<file path="src/rtl/tx_lbuf_rd_ctrl_if.sv">
// Handshake/bus bundle between the TX line-buffer read controller and its
// line buffers (ready/length/ack, RAM read port) and the byte data generator.
interface tx_lbuf_rd_ctrl_if #(
  parameter int DW     = 32,
  parameter int ADDR_W = 11
);
  logic              line_rdy_ch0_i;
  logic              line_rdy_ch1_i;
  logic [15:0]       line_wc_ch0_i;
  logic [15:0]       line_wc_ch1_i;
  logic              line_ack_ch0_o;
  logic              line_ack_ch1_o;
  logic              rd_en_ch0_o;
  logic [ADDR_W-1:0] rd_addr_ch0_o;
  logic              rd_en_ch1_o;
  logic [ADDR_W-1:0] rd_addr_ch1_o;
  logic [DW-1:0]     ram_dout_ch0_i;
  logic [DW-1:0]     ram_dout_ch1_i;
  logic [DW-1:0]     byte_bufout_ch0;
  logic [DW-1:0]     byte_bufout_ch1;
  logic              lbfr_wdvalid_ch0;
  logic              lbfr_wdvalid_ch1;
  logic              lbf_lastwd_ch0;
  logic              lbf_lastwd_ch1;
  logic [15:0]       rd_counter_ch0;
  logic              wc_err_o;

  modport master (
    input  line_rdy_ch0_i, line_rdy_ch1_i, line_wc_ch0_i, line_wc_ch1_i,
    input  ram_dout_ch0_i, ram_dout_ch1_i,
    output line_ack_ch0_o, line_ack_ch1_o,
    output rd_en_ch0_o, rd_addr_ch0_o, rd_en_ch1_o, rd_addr_ch1_o,
    output byte_bufout_ch0, byte_bufout_ch1,
    output lbfr_wdvalid_ch0, lbfr_wdvalid_ch1, lbf_lastwd_ch0, lbf_lastwd_ch1,
    output rd_counter_ch0, wc_err_o
  );

  modport slave (
    output line_rdy_ch0_i, line_rdy_ch1_i, line_wc_ch0_i, line_wc_ch1_i,
    output ram_dout_ch0_i, ram_dout_ch1_i,
    input  line_ack_ch0_o, line_ack_ch1_o,
    input  rd_en_ch0_o, rd_addr_ch0_o, rd_en_ch1_o, rd_addr_ch1_o,
    input  byte_bufout_ch0, byte_bufout_ch1,
    input  lbfr_wdvalid_ch0, lbfr_wdvalid_ch1, lbf_lastwd_ch0, lbf_lastwd_ch1,
    input  rd_counter_ch0, wc_err_o
  );
endinterface

</file>
<file path="src/rtl/tx_lbuf_rd_ctrl.sv">
// Line-buffer read controller: alternates between the ch0/ch1 line buffers,
// reads one whole line per grant and forwards the words to the TX byte generator.
module tx_lbuf_rd_ctrl #(
  parameter int PP_TX_GEAR = 8,
  parameter int PP_NO_LANE = 4,
  parameter int ADDR_W     = 11,
  parameter int RD_LAT     = 1,
  parameter int GAP_CYC    = 4
) (
  input logic               tx_clk,
  input logic               rst_i,
  tx_lbuf_rd_ctrl_if.master bus
);
  localparam int DW  = PP_TX_GEAR * PP_NO_LANE;
  localparam int WCW = ADDR_W + 1;
  localparam logic [WCW-1:0] DEPTH = {1'b1, {ADDR_W{1'b0}}};

  typedef enum logic [1:0] {IDLE, RD0, RD1, GAP} state_t;

  state_t            state;
  logic [WCW-1:0]    wc;
  logic [WCW-1:0]    rcnt;
  logic [3:0]        gap_cnt;
  logic              last_srv;
  logic              rd_en0, rd_en1;
  logic [ADDR_W-1:0] addr0, addr1;
  logic              ack0, ack1;
  logic              wc_err;

  logic              pick1, any_rdy, wc_over, grant0;
  logic [15:0]       sel_wc;
  logic [WCW-1:0]    wc_grant, rcnt_nxt, wc_m1;

  logic [RD_LAT-1:0] pipe_en0, pipe_en1, pipe_last0, pipe_last1;
  logic [DW-1:0]     dout0, dout1;
  logic              wdv0, wdv1, lastwd0, lastwd1;
  logic [15:0]       rd_cnt0;

  // Round-robin pick; ch1 wins a tie only when ch0 was served last.
  always_comb begin
    any_rdy  = bus.line_rdy_ch0_i || bus.line_rdy_ch1_i;
    pick1    = bus.line_rdy_ch1_i && (!bus.line_rdy_ch0_i || !last_srv);
    sel_wc   = pick1 ? bus.line_wc_ch1_i : bus.line_wc_ch0_i;
    wc_over  = sel_wc > 16'(DEPTH);
    wc_grant = wc_over ? DEPTH : sel_wc[WCW-1:0];
    rcnt_nxt = rcnt + WCW'(1);
    wc_m1    = wc - WCW'(1);
    grant0   = (state == IDLE) && bus.line_rdy_ch0_i && !pick1;
  end

  // The ack is raised together with the final read so the buffer is freed
  // on the last-address cycle; a zero-length line acks on its only RD cycle.
  always_ff @(posedge tx_clk) begin
    if (rst_i) begin
      state    <= IDLE;
      wc       <= '0;
      rcnt     <= '0;
      gap_cnt  <= '0;
      last_srv <= 1'b1;
      rd_en0   <= 1'b0;
      rd_en1   <= 1'b0;
      addr0    <= '0;
      addr1    <= '0;
      ack0     <= 1'b0;
      ack1     <= 1'b0;
      wc_err   <= 1'b0;
    end else begin
      unique case (state)
        IDLE: begin
          if (any_rdy) begin
            wc     <= wc_grant;
            rcnt   <= '0;
            addr0  <= '0;
            addr1  <= '0;
            if (wc_over) wc_err <= 1'b1;
            state  <= pick1 ? RD1 : RD0;
            rd_en0 <= !pick1 && (wc_grant != '0);
            rd_en1 <= pick1 && (wc_grant != '0);
            ack0   <= !pick1 && (wc_grant <= WCW'(1));
            ack1   <= pick1 && (wc_grant <= WCW'(1));
          end
        end
        RD0, RD1: begin
          if (ack0 || ack1) begin
            rd_en0   <= 1'b0;
            rd_en1   <= 1'b0;
            ack0     <= 1'b0;
            ack1     <= 1'b0;
            addr0    <= '0;
            addr1    <= '0;
            last_srv <= (state == RD1);
            gap_cnt  <= '0;
            state    <= (GAP_CYC == 0) ? IDLE : GAP;
          end else begin
            rcnt <= rcnt_nxt;
            if (state == RD0) begin
              addr0 <= rcnt_nxt[ADDR_W-1:0];
              ack0  <= (rcnt_nxt == wc_m1);
            end else begin
              addr1 <= rcnt_nxt[ADDR_W-1:0];
              ack1  <= (rcnt_nxt == wc_m1);
            end
          end
        end
        GAP: begin
          if (gap_cnt == 4'(GAP_CYC - 1)) state <= IDLE;
          else gap_cnt <= gap_cnt + 4'd1;
        end
        default: state <= IDLE;
      endcase
    end
  end

  // Enable/last travel alongside the RAM latency so the word is captured
  // exactly when the RAM presents it.
  always_ff @(posedge tx_clk) begin
    if (rst_i) begin
      pipe_en0   <= '0;
      pipe_en1   <= '0;
      pipe_last0 <= '0;
      pipe_last1 <= '0;
      dout0      <= '0;
      dout1      <= '0;
      wdv0       <= 1'b0;
      wdv1       <= 1'b0;
      lastwd0    <= 1'b0;
      lastwd1    <= 1'b0;
      rd_cnt0    <= '0;
    end else begin
      pipe_en0[0]   <= rd_en0;
      pipe_en1[0]   <= rd_en1;
      pipe_last0[0] <= rd_en0 && ack0;
      pipe_last1[0] <= rd_en1 && ack1;
      for (int i = 1; i < RD_LAT; i++) begin
        pipe_en0[i]   <= pipe_en0[i-1];
        pipe_en1[i]   <= pipe_en1[i-1];
        pipe_last0[i] <= pipe_last0[i-1];
        pipe_last1[i] <= pipe_last1[i-1];
      end
      wdv0    <= pipe_en0[RD_LAT-1];
      wdv1    <= pipe_en1[RD_LAT-1];
      lastwd0 <= pipe_last0[RD_LAT-1];
      lastwd1 <= pipe_last1[RD_LAT-1];
      if (pipe_en0[RD_LAT-1]) dout0 <= bus.ram_dout_ch0_i;
      if (pipe_en1[RD_LAT-1]) dout1 <= bus.ram_dout_ch1_i;
      if (grant0) rd_cnt0 <= '0;
      else if (pipe_en0[RD_LAT-1]) rd_cnt0 <= rd_cnt0 + 16'd1;
    end
  end

  assign bus.line_ack_ch0_o   = ack0;
  assign bus.line_ack_ch1_o   = ack1;
  assign bus.rd_en_ch0_o      = rd_en0;
  assign bus.rd_addr_ch0_o    = addr0;
  assign bus.rd_en_ch1_o      = rd_en1;
  assign bus.rd_addr_ch1_o    = addr1;
  assign bus.byte_bufout_ch0  = dout0;
  assign bus.byte_bufout_ch1  = dout1;
  assign bus.lbfr_wdvalid_ch0 = wdv0;
  assign bus.lbfr_wdvalid_ch1 = wdv1;
  assign bus.lbf_lastwd_ch0   = lastwd0;
  assign bus.lbf_lastwd_ch1   = lastwd1;
  assign bus.rd_counter_ch0   = rd_cnt0;
  assign bus.wc_err_o         = wc_err;
endmodule

</file>
<file path="src/flat_wrapper.sv">
// flat-port wrapper written by rule: the top's interface ports become plain ports
module tx_lbuf_rd_ctrl_flat 
#(
  parameter int PP_TX_GEAR = 8,
  parameter int PP_NO_LANE = 4,
  parameter int ADDR_W     = 11,
  parameter int RD_LAT     = 1,
  parameter int GAP_CYC    = 4
)
  (tx_clk, rst_i, bus_line_rdy_ch0_i, bus_line_rdy_ch1_i, bus_line_wc_ch0_i, bus_line_wc_ch1_i, bus_ram_dout_ch0_i, bus_ram_dout_ch1_i, bus_line_ack_ch0_o, bus_line_ack_ch1_o, bus_rd_en_ch0_o, bus_rd_addr_ch0_o, bus_rd_en_ch1_o, bus_rd_addr_ch1_o, bus_byte_bufout_ch0, bus_byte_bufout_ch1, bus_lbfr_wdvalid_ch0, bus_lbfr_wdvalid_ch1, bus_lbf_lastwd_ch0, bus_lbf_lastwd_ch1, bus_rd_counter_ch0, bus_wc_err_o);
  tx_lbuf_rd_ctrl_if #(.DW(32), .ADDR_W(ADDR_W)) bus_i ();
  input logic tx_clk;
  input logic rst_i;
  input wire logic [$bits(bus_i.line_rdy_ch0_i)-1:0] bus_line_rdy_ch0_i;
  input wire logic [$bits(bus_i.line_rdy_ch1_i)-1:0] bus_line_rdy_ch1_i;
  input wire logic [$bits(bus_i.line_wc_ch0_i)-1:0] bus_line_wc_ch0_i;
  input wire logic [$bits(bus_i.line_wc_ch1_i)-1:0] bus_line_wc_ch1_i;
  input wire logic [$bits(bus_i.ram_dout_ch0_i)-1:0] bus_ram_dout_ch0_i;
  input wire logic [$bits(bus_i.ram_dout_ch1_i)-1:0] bus_ram_dout_ch1_i;
  output wire logic [$bits(bus_i.line_ack_ch0_o)-1:0] bus_line_ack_ch0_o;
  output wire logic [$bits(bus_i.line_ack_ch1_o)-1:0] bus_line_ack_ch1_o;
  output wire logic [$bits(bus_i.rd_en_ch0_o)-1:0] bus_rd_en_ch0_o;
  output wire logic [$bits(bus_i.rd_addr_ch0_o)-1:0] bus_rd_addr_ch0_o;
  output wire logic [$bits(bus_i.rd_en_ch1_o)-1:0] bus_rd_en_ch1_o;
  output wire logic [$bits(bus_i.rd_addr_ch1_o)-1:0] bus_rd_addr_ch1_o;
  output wire logic [$bits(bus_i.byte_bufout_ch0)-1:0] bus_byte_bufout_ch0;
  output wire logic [$bits(bus_i.byte_bufout_ch1)-1:0] bus_byte_bufout_ch1;
  output wire logic [$bits(bus_i.lbfr_wdvalid_ch0)-1:0] bus_lbfr_wdvalid_ch0;
  output wire logic [$bits(bus_i.lbfr_wdvalid_ch1)-1:0] bus_lbfr_wdvalid_ch1;
  output wire logic [$bits(bus_i.lbf_lastwd_ch0)-1:0] bus_lbf_lastwd_ch0;
  output wire logic [$bits(bus_i.lbf_lastwd_ch1)-1:0] bus_lbf_lastwd_ch1;
  output wire logic [$bits(bus_i.rd_counter_ch0)-1:0] bus_rd_counter_ch0;
  output wire logic [$bits(bus_i.wc_err_o)-1:0] bus_wc_err_o;
  assign bus_i.line_rdy_ch0_i = bus_line_rdy_ch0_i;
  assign bus_i.line_rdy_ch1_i = bus_line_rdy_ch1_i;
  assign bus_i.line_wc_ch0_i = bus_line_wc_ch0_i;
  assign bus_i.line_wc_ch1_i = bus_line_wc_ch1_i;
  assign bus_i.ram_dout_ch0_i = bus_ram_dout_ch0_i;
  assign bus_i.ram_dout_ch1_i = bus_ram_dout_ch1_i;
  assign bus_line_ack_ch0_o = bus_i.line_ack_ch0_o;
  assign bus_line_ack_ch1_o = bus_i.line_ack_ch1_o;
  assign bus_rd_en_ch0_o = bus_i.rd_en_ch0_o;
  assign bus_rd_addr_ch0_o = bus_i.rd_addr_ch0_o;
  assign bus_rd_en_ch1_o = bus_i.rd_en_ch1_o;
  assign bus_rd_addr_ch1_o = bus_i.rd_addr_ch1_o;
  assign bus_byte_bufout_ch0 = bus_i.byte_bufout_ch0;
  assign bus_byte_bufout_ch1 = bus_i.byte_bufout_ch1;
  assign bus_lbfr_wdvalid_ch0 = bus_i.lbfr_wdvalid_ch0;
  assign bus_lbfr_wdvalid_ch1 = bus_i.lbfr_wdvalid_ch1;
  assign bus_lbf_lastwd_ch0 = bus_i.lbf_lastwd_ch0;
  assign bus_lbf_lastwd_ch1 = bus_i.lbf_lastwd_ch1;
  assign bus_rd_counter_ch0 = bus_i.rd_counter_ch0;
  assign bus_wc_err_o = bus_i.wc_err_o;
  tx_lbuf_rd_ctrl #(.PP_TX_GEAR(PP_TX_GEAR), .PP_NO_LANE(PP_NO_LANE), .ADDR_W(ADDR_W), .RD_LAT(RD_LAT), .GAP_CYC(GAP_CYC)) u_core (.tx_clk(tx_clk), .rst_i(rst_i), .bus(bus_i));
endmodule
</file>
<file path="config.mk">
export PLATFORM = sky130hd
export DESIGN_NAME = tx_lbuf_rd_ctrl_flat
export DESIGN_NICKNAME = d
export VERILOG_FILES = /design/src/rtl/tx_lbuf_rd_ctrl_if.sv /design/src/rtl/tx_lbuf_rd_ctrl.sv /design/src/flat_wrapper.sv
export SDC_FILE = /design/constraint.sdc
export NUM_CORES = 1
export LEC_CHECK = 0
export ABC_AREA = 1
export CAP_MARGIN = 30
export CORE_MARGIN = 1
export CORE_UTILIZATION = 50
export DETAILED_ROUTE_END_ITERATION = 10
export GPL_TIMING_DRIVEN = 0
export MAX_ROUTING_LAYER = met4
export PLACE_DENSITY = 0.86
export SKIP_CTS_REPAIR_TIMING = 1
export SLEW_MARGIN = 25
export SYNTH_ARGS = -nofsm -noshare
export SYNTH_HDL_FRONTEND = slang
export SYNTH_SLANG_ARGS = --single-unit
</file>
<file path="constraint.sdc">
create_clock -name tx_clk -period 2.92 [get_ports tx_clk]
set_clock_uncertainty 0.1 [all_clocks]
set_input_delay 0.584 -clock tx_clk [delete_from_list [all_inputs] [get_ports tx_clk]]
set_output_delay 0.584 -clock tx_clk [all_outputs]
set_load 0.05 [all_outputs]
</file>
==> results.ini, run 1 <==
[min_path]
worstHoldStart=u_core.pipe_last0$_SDFF_PP0_
hp-class=reg -> reg
hold_path_depth=2
hold-path-endpoint=u_core.bus.lbf_lastwd_ch0$_SDFF_PP0_

[setup_path]
crit_type=in -> reg
worstPathArrival_ns=2.79
rrSetupSlack_ns=0.43
setup.worst_path.start_class=input port
required_ns=3.14
r2r_start=u_core.state[1]$_SDFFE_PP0P_
reg2reg_depth=10
cpMaxStageDelayCell=clkdlybuf4s50_1
critPathMaxStageDelay_ns=0.63
reg2reg_to=u_core.rcnt[6]$_SDFFE_PP0P_
end_kind=flop
crit_chain=clkdlybuf4s50_1 > nand2_4 > buf_4 > a31oi_1 > inv_1 > a211oi_1
worstPathMaxFanout=10

[routing]
vias=6886
first_pass_iters=4
finalWirelength_mm=19.2
post-route-drc-count=0
ant_nets=0
drt_iter0_markers=397
vias_per_cell=5.09
wl_per_cell_um=14.2

[outcome]
status=finished clean

[yosys]
synth_nets=1050
seq_area_frac_synth=0.446
synth_warnings=0
synth_cell_types=38
syn_area_per_cell_um2=6.96
synth_area_mm2=0.00655
ys_ff_latch=146
postSynthCellCount=941
synthArstFlopShare=0
synth-main-ff-cell=dfxtp_1
synth_edf_count=0

[clock_network]
h-tree-depth=4
clock-sinks=146
cts_buffer_depth=2
numCtsBuffers=17
clk_latency_ns=0.42
cts-root-buf=clkbuf_16
cts_tree=done
clk_pin_slew_ns=0.06

[layout]
area_delta_synth_final_pct=44.7
fill_cells=965
fin_area_mm2=0.00947
final_common_cell=clkdlybuf4s50_1
instances_no_fill=1353
layout_common_cells=clkdlybuf4s50_1, nor2_1, nand2_1, dfxtp_1, o21ai_0
num_antenna_cells=0
final_nets=1278
fin_util=0.748
drive_above_1_share=0.0500

[global_routing]
grt_overflow_total=0
grt_usage=0.305
grt_max_degree=17
grt_pass1_vias=6664
antenna_found_initial=0
grt_pass1_wl_mm=31.1

[sta]
worst_slew_pin_slew_ns=0.817
slew_viol_final=0
period_needed_ns=2.56
rsz0062_at_grt=no
fin_setup_tns_ns=0
hold_viol=0
fmax_mhz=390
fin_ws_ns=0.357
post-route-period-util=0.878
setup_violations=0
holdWs_ns=0.301
maxSlewHeadroom=0.453

[pwr]
cellLeakagePower_nw=3.89
ir_worst_vdd_uv=590
power_density_mw_per_mm2=813
power_mw=7.71

[die]
dieArea_mm2=0.0136
core_area_mm2=0.0127
row_count=41
pin_count=211
initial_utilization=0.517
die_h_um=116
dieWidth_um=116

[placement]
post-place-ws_ns=-0.0213
place_area_mm2=0.00885
dp.cells=1322
dp_hpwl_mm=14.3
gp_congestion=0.895
port_buffers=209

[run]
cap_violations=0

-- Yosys cell counts, types with 2 or more instances --
cell      instances  area, µm²
buf_2             2       10.0
nor3b_1           2       15.0
buf_6             2       22.5
xnor2_1           5       43.8
clkbuf_1         28        105
o31ai_1           2       15.0
a21oi_2           6       52.6
a31oi_1           3       18.8
a21oi_1          57        285
nor2_2            3       18.8
xor2_1            8       70.1
or2_2             2       12.5
nand4_1          17        106
buf_1             2       7.51
inv_1            91        342
dfxtp_1         146       2920
nand3_1          37        185
nor2_1          195        732
o21ai_0          93        465
a211oi_1          2       15.0
buf_4             2       15.0
ha_1              9        113
a211oi_2          6       75.1
o21ai_1           4       20.0
inv_2             3       11.3
nand2_1         191        717
nand2_2           2       12.5
nor3_1           11       55.1
-- flip-flops by register name, indices dropped and copies added (netlist names), 2 cells and up --
signal and flops:
u_core.wc 12, u_core.state 2, u_core.bus.rd_counter_ch0 16, u_core.bus.rd_addr_ch1_o 11, u_core.bus.byte_bufout_ch1 32, u_core.bus.rd_addr_ch0_o 11, u_core.bus.byte_bufout_ch0 32, u_core.rcnt 12
u_core.gap_cnt 4
-- worst max path at each step --
stage / startpoint / end / slack [ns] / cells past startpoint
after CTS: bus_line_rdy_ch1_i / u_core.bus.rd_counter_ch0[4]$_SDFFE_PP0P_ / 0.38 / 6
after floorplan: u_core.bus.rd_counter_ch0[0]$_SDFFE_PP0P_ / u_core.bus.rd_counter_ch0[15]$_SDFFE_PP0P_ / 0.86 / 7
after global placement: bus_line_rdy_ch1_i / u_core.bus.rd_counter_ch0[4]$_SDFFE_PP0P_ / 0.0003 / 6
final: bus_line_rdy_ch1_i / u_core.bus.rd_counter_ch0[4]$_SDFFE_PP0P_ / 0.36 / 6
after global routing: bus_line_rdy_ch1_i / u_core.bus.rd_counter_ch0[4]$_SDFFE_PP0P_ / 0.18 / 6
after detailed placement: bus_line_rdy_ch1_i / u_core.bus.rd_counter_ch0[4]$_SDFFE_PP0P_ / -0.02 / 6
-- where the power goes --
part           total (mW)  internal (mW)  switching (mW)
Clock                2.29           1.47           0.824
Combinational        2.95          0.963            1.99
Sequential           2.46           2.27           0.189
-- area by class of cell --
| cell class | count | area [µm²] | area share |
|---|---|---|---|
| multi-input combinational | 665 | 3110 | 0.328 |
| sequential | 146 | 2920 | 0.309 |
| timing repair buffer | 209 | 2090 | 0.221 |
| clock buffer | 22 | 464 | 0.0490 |
| inverter | 94 | 353 | 0.0372 |
| tap | 172 | 215 | 0.0227 |
| buffer | 36 | 160 | 0.0169 |
| clock inverter | 9 | 155 | 0.0164 |
-- cell families (layout without fill, tap and decap cells) --
family	Yosys count	count (layout)	synth area share
AOI/OAI and AO/OA	176	176	0.148
adders and majority gates	9	9	0.0172
xor gates and xnor gates	13	13	0.0174
buffers and inverters	130	370	0.0784
DFF	146	146	0.446
and+or+nand+nor	467	467	0.292
-- per-layer routing --
metal	GRT usage	up-vias	part of all wire
li1	-	3468	-
met1	0.340	3152	0.42
met2	0.520	234	0.49
met3	0.0939	32	0.075
met4	0.0991	0	0.016
met5	-	-	0
-- critical path, delay by kind of cell --
family / cells / cell delay, ns
compound gates: 2 / 0.88
buf+inv: 3 / 1.20
simple gates: 1 / 0.11
No activity file was read; power rests on OpenSTA's default activity.
==> run 2: changes to the inputs <==
--- a/config.mk
+++ b/config.mk
@@ -6,6 +6,7 @@
 export NUM_CORES = 1
 export LEC_CHECK = 0
 export ABC_AREA = 1
+export ABC_CLOCK_PERIOD_IN_PS = 2920
 export CAP_MARGIN = 30
 export CORE_MARGIN = 1
 export CORE_UTILIZATION = 50
==> results of run 2 <==
No change in the layout: final DEF, timing and power equal those of run 1.
==> run 3: changes to the inputs <==
--- a/config.mk
+++ b/config.mk
@@ -12,10 +12,9 @@
 export CORE_UTILIZATION = 50
 export DETAILED_ROUTE_END_ITERATION = 10
 export GPL_TIMING_DRIVEN = 0
-export MAX_ROUTING_LAYER = met4
 export PLACE_DENSITY = 0.86
 export SKIP_CTS_REPAIR_TIMING = 1
-export SLEW_MARGIN = 25
+export SLEW_MARGIN = 10
 export SYNTH_ARGS = -nofsm -noshare
 export SYNTH_HDL_FRONTEND = slang
 export SYNTH_SLANG_ARGS = --single-unit
==> run 3 against run 2 <==
Die area unchanged. Clock power barely moved. Worst hold slack better by 0.00079 ns. Critical endpoint unchanged.
==> results.ini, run 3 (synthesis results as in run 1) <==
[outcome]
status=finished clean

[die]
dieArea_mm2=0.0136  ; unchanged
initial_utilization=0.517  ; unchanged
pin_count=211  ; unchanged
core_area_mm2=0.0127  ; unchanged
row_count=41  ; unchanged
dieWidth_um=116  ; unchanged
die_h_um=116  ; unchanged

[clock_network]
clk_latency_ns=0.42  ; about the same
clk_pin_slew_ns=0.06  ; about the same
cts_tree=done
cts_buffer_depth=2  ; unchanged
h-tree-depth=4  ; unchanged
numCtsBuffers=17  ; unchanged
cts-root-buf=clkbuf_16
clock-sinks=146  ; unchanged

[sta]
maxSlewHeadroom=0.448  ; -0.00471
fmax_mhz=390  ; -0.14%
post-route-period-util=0.879  ; +0.00124
worst_slew_pin_slew_ns=0.824  ; +0.00703 ns
rsz0062_at_grt=no
period_needed_ns=2.57  ; +0.00363 ns
slew_viol_final=0  ; unchanged
hold_viol=0  ; unchanged
fin_setup_tns_ns=0  ; unchanged
setup_violations=0  ; unchanged

[layout]
area_delta_synth_final_pct=44.7  ; unchanged
layout_common_cells=clkdlybuf4s50_1, nor2_1, nand2_1, dfxtp_1, o21ai_0
instances_no_fill=1353  ; unchanged
final_nets=1278  ; unchanged
final_common_cell=clkdlybuf4s50_1
drive_above_1_share=0.0500  ; unchanged
num_antenna_cells=0  ; unchanged

[pwr]
ir_worst_vdd_uv=589  ; -0.17%
power_density_mw_per_mm2=813  ; about the same
cellLeakagePower_nw=3.89  ; unchanged

[setup_path]
worstPathMaxFanout=10  ; unchanged
worstPathArrival_ns=2.79  ; about the same
end_kind=flop
rrSetupSlack_ns=0.43  ; about the same
setup.worst_path.start_class=input port
required_ns=3.15  ; about the same
crit_type=in -> reg

[global_routing]
grt_usage=0.296  ; -0.00896
antenna_found_initial=0  ; unchanged
grt_pass1_vias=6647  ; -0.26%
grt_max_degree=17  ; unchanged
grt_pass1_wl_mm=31.2  ; +0.22%
grt_overflow_total=0  ; unchanged

[run]
cap_violations=0  ; unchanged

[routing]
first_pass_iters=5  ; +1
drt_iter0_markers=403  ; +1.5%
wl_per_cell_um=14.2  ; -0.31%
post-route-drc-count=0  ; unchanged
finalWirelength_mm=19.2  ; -0.31%
ant_nets=0  ; unchanged
vias_per_cell=5.05  ; -0.80%
vias=6831  ; -0.80%

[placement]
dp_hpwl_mm=14.3  ; unchanged
port_buffers=209  ; unchanged
dp.cells=1322  ; unchanged
gp_congestion=0.880  ; -1.6%

[min_path]
hp-class=reg -> reg

==> run 3: cell counts in the layout (fill, tap and decap cells not counted) <==
Identical to the previous run, type by type.
==> run 3: per-layer routing <==
layer	GRT usage	up-vias	part of all wire
li1	-	3477	-
met1	0.331	3107	0.41
met2	0.519	213	0.49
met3	0.109	34	0.081
met4	0.0991	0	0.019
met5	0	-	0
==> run 3: stage by stage <==
stage | worst slack [ns] | hold slack, ns | util | instance area (µm²) | power [mW]
final | 0.353 | 0.302 | 0.748 | 9470 | 7.71
after global routing | 0.184 | 0.349 | 0.748 | 9470 | 8.12
after CTS | 0.384 | 0.302 | 0.748 | 9470 | 7.71
after detailed placement | -0.0213 | 0.294 | 0.699 | 8850 | 5.41
after global placement | 0.000335 | 0.293 | 0.699 | 8850 | 5.36
after floorplan | 0.857 | 0.288 | - | 6550 | 4.49
==> run 3: path summary, 6_finish.rpt <==
| check | start | endpoint | depth (start not counted) |
|---|---|---|---|
| max | bus_line_rdy_ch1_i | u_core.bus.rd_counter_ch0[4]$_SDFFE_PP0P_ | 6 |
| min | u_core.pipe_last0$_SDFF_PP0_ | u_core.bus.lbf_lastwd_ch0$_SDFF_PP0_ | 2 |
| max reg2reg | u_core.state[0]$_SDFFE_PP0P_ | u_core.bus.rd_addr_ch0_o[4]$_SDFFE_PP0P_ | 10 |
| min reg2reg | u_core.pipe_last0$_SDFF_PP0_ | u_core.bus.lbf_lastwd_ch0$_SDFF_PP0_ | 2 |
==> run 3: area by class of cell <==
class / count / area, µm²
Buffer: 36 / 160
Timing Repair Buffer: 209 / 2090
Inverter: 94 / 353
Multi-Input combinational cell: 665 / 3110
Sequential cell: 146 / 2920
Fill cell: 965 / 3200
Clock inverter: 9 / 155
Clock buffer: 22 / 464
Tap cell: 172 / 215
==> run 3: where the power goes <==
group	switching (mW)	internal [mW]
combinational	1.99	0.963
clock	0.824	1.47
sequential	0.189	2.27
total	3.00	4.70
==> run 3: critical path, cell delays in order <==
cell	delay [ns]
clkdlybuf4s50_1	0.63
nand2_4	0.11
buf_4	0.18
a31oi_1	0.60
inv_1	0.39
a211oi_1	0.29
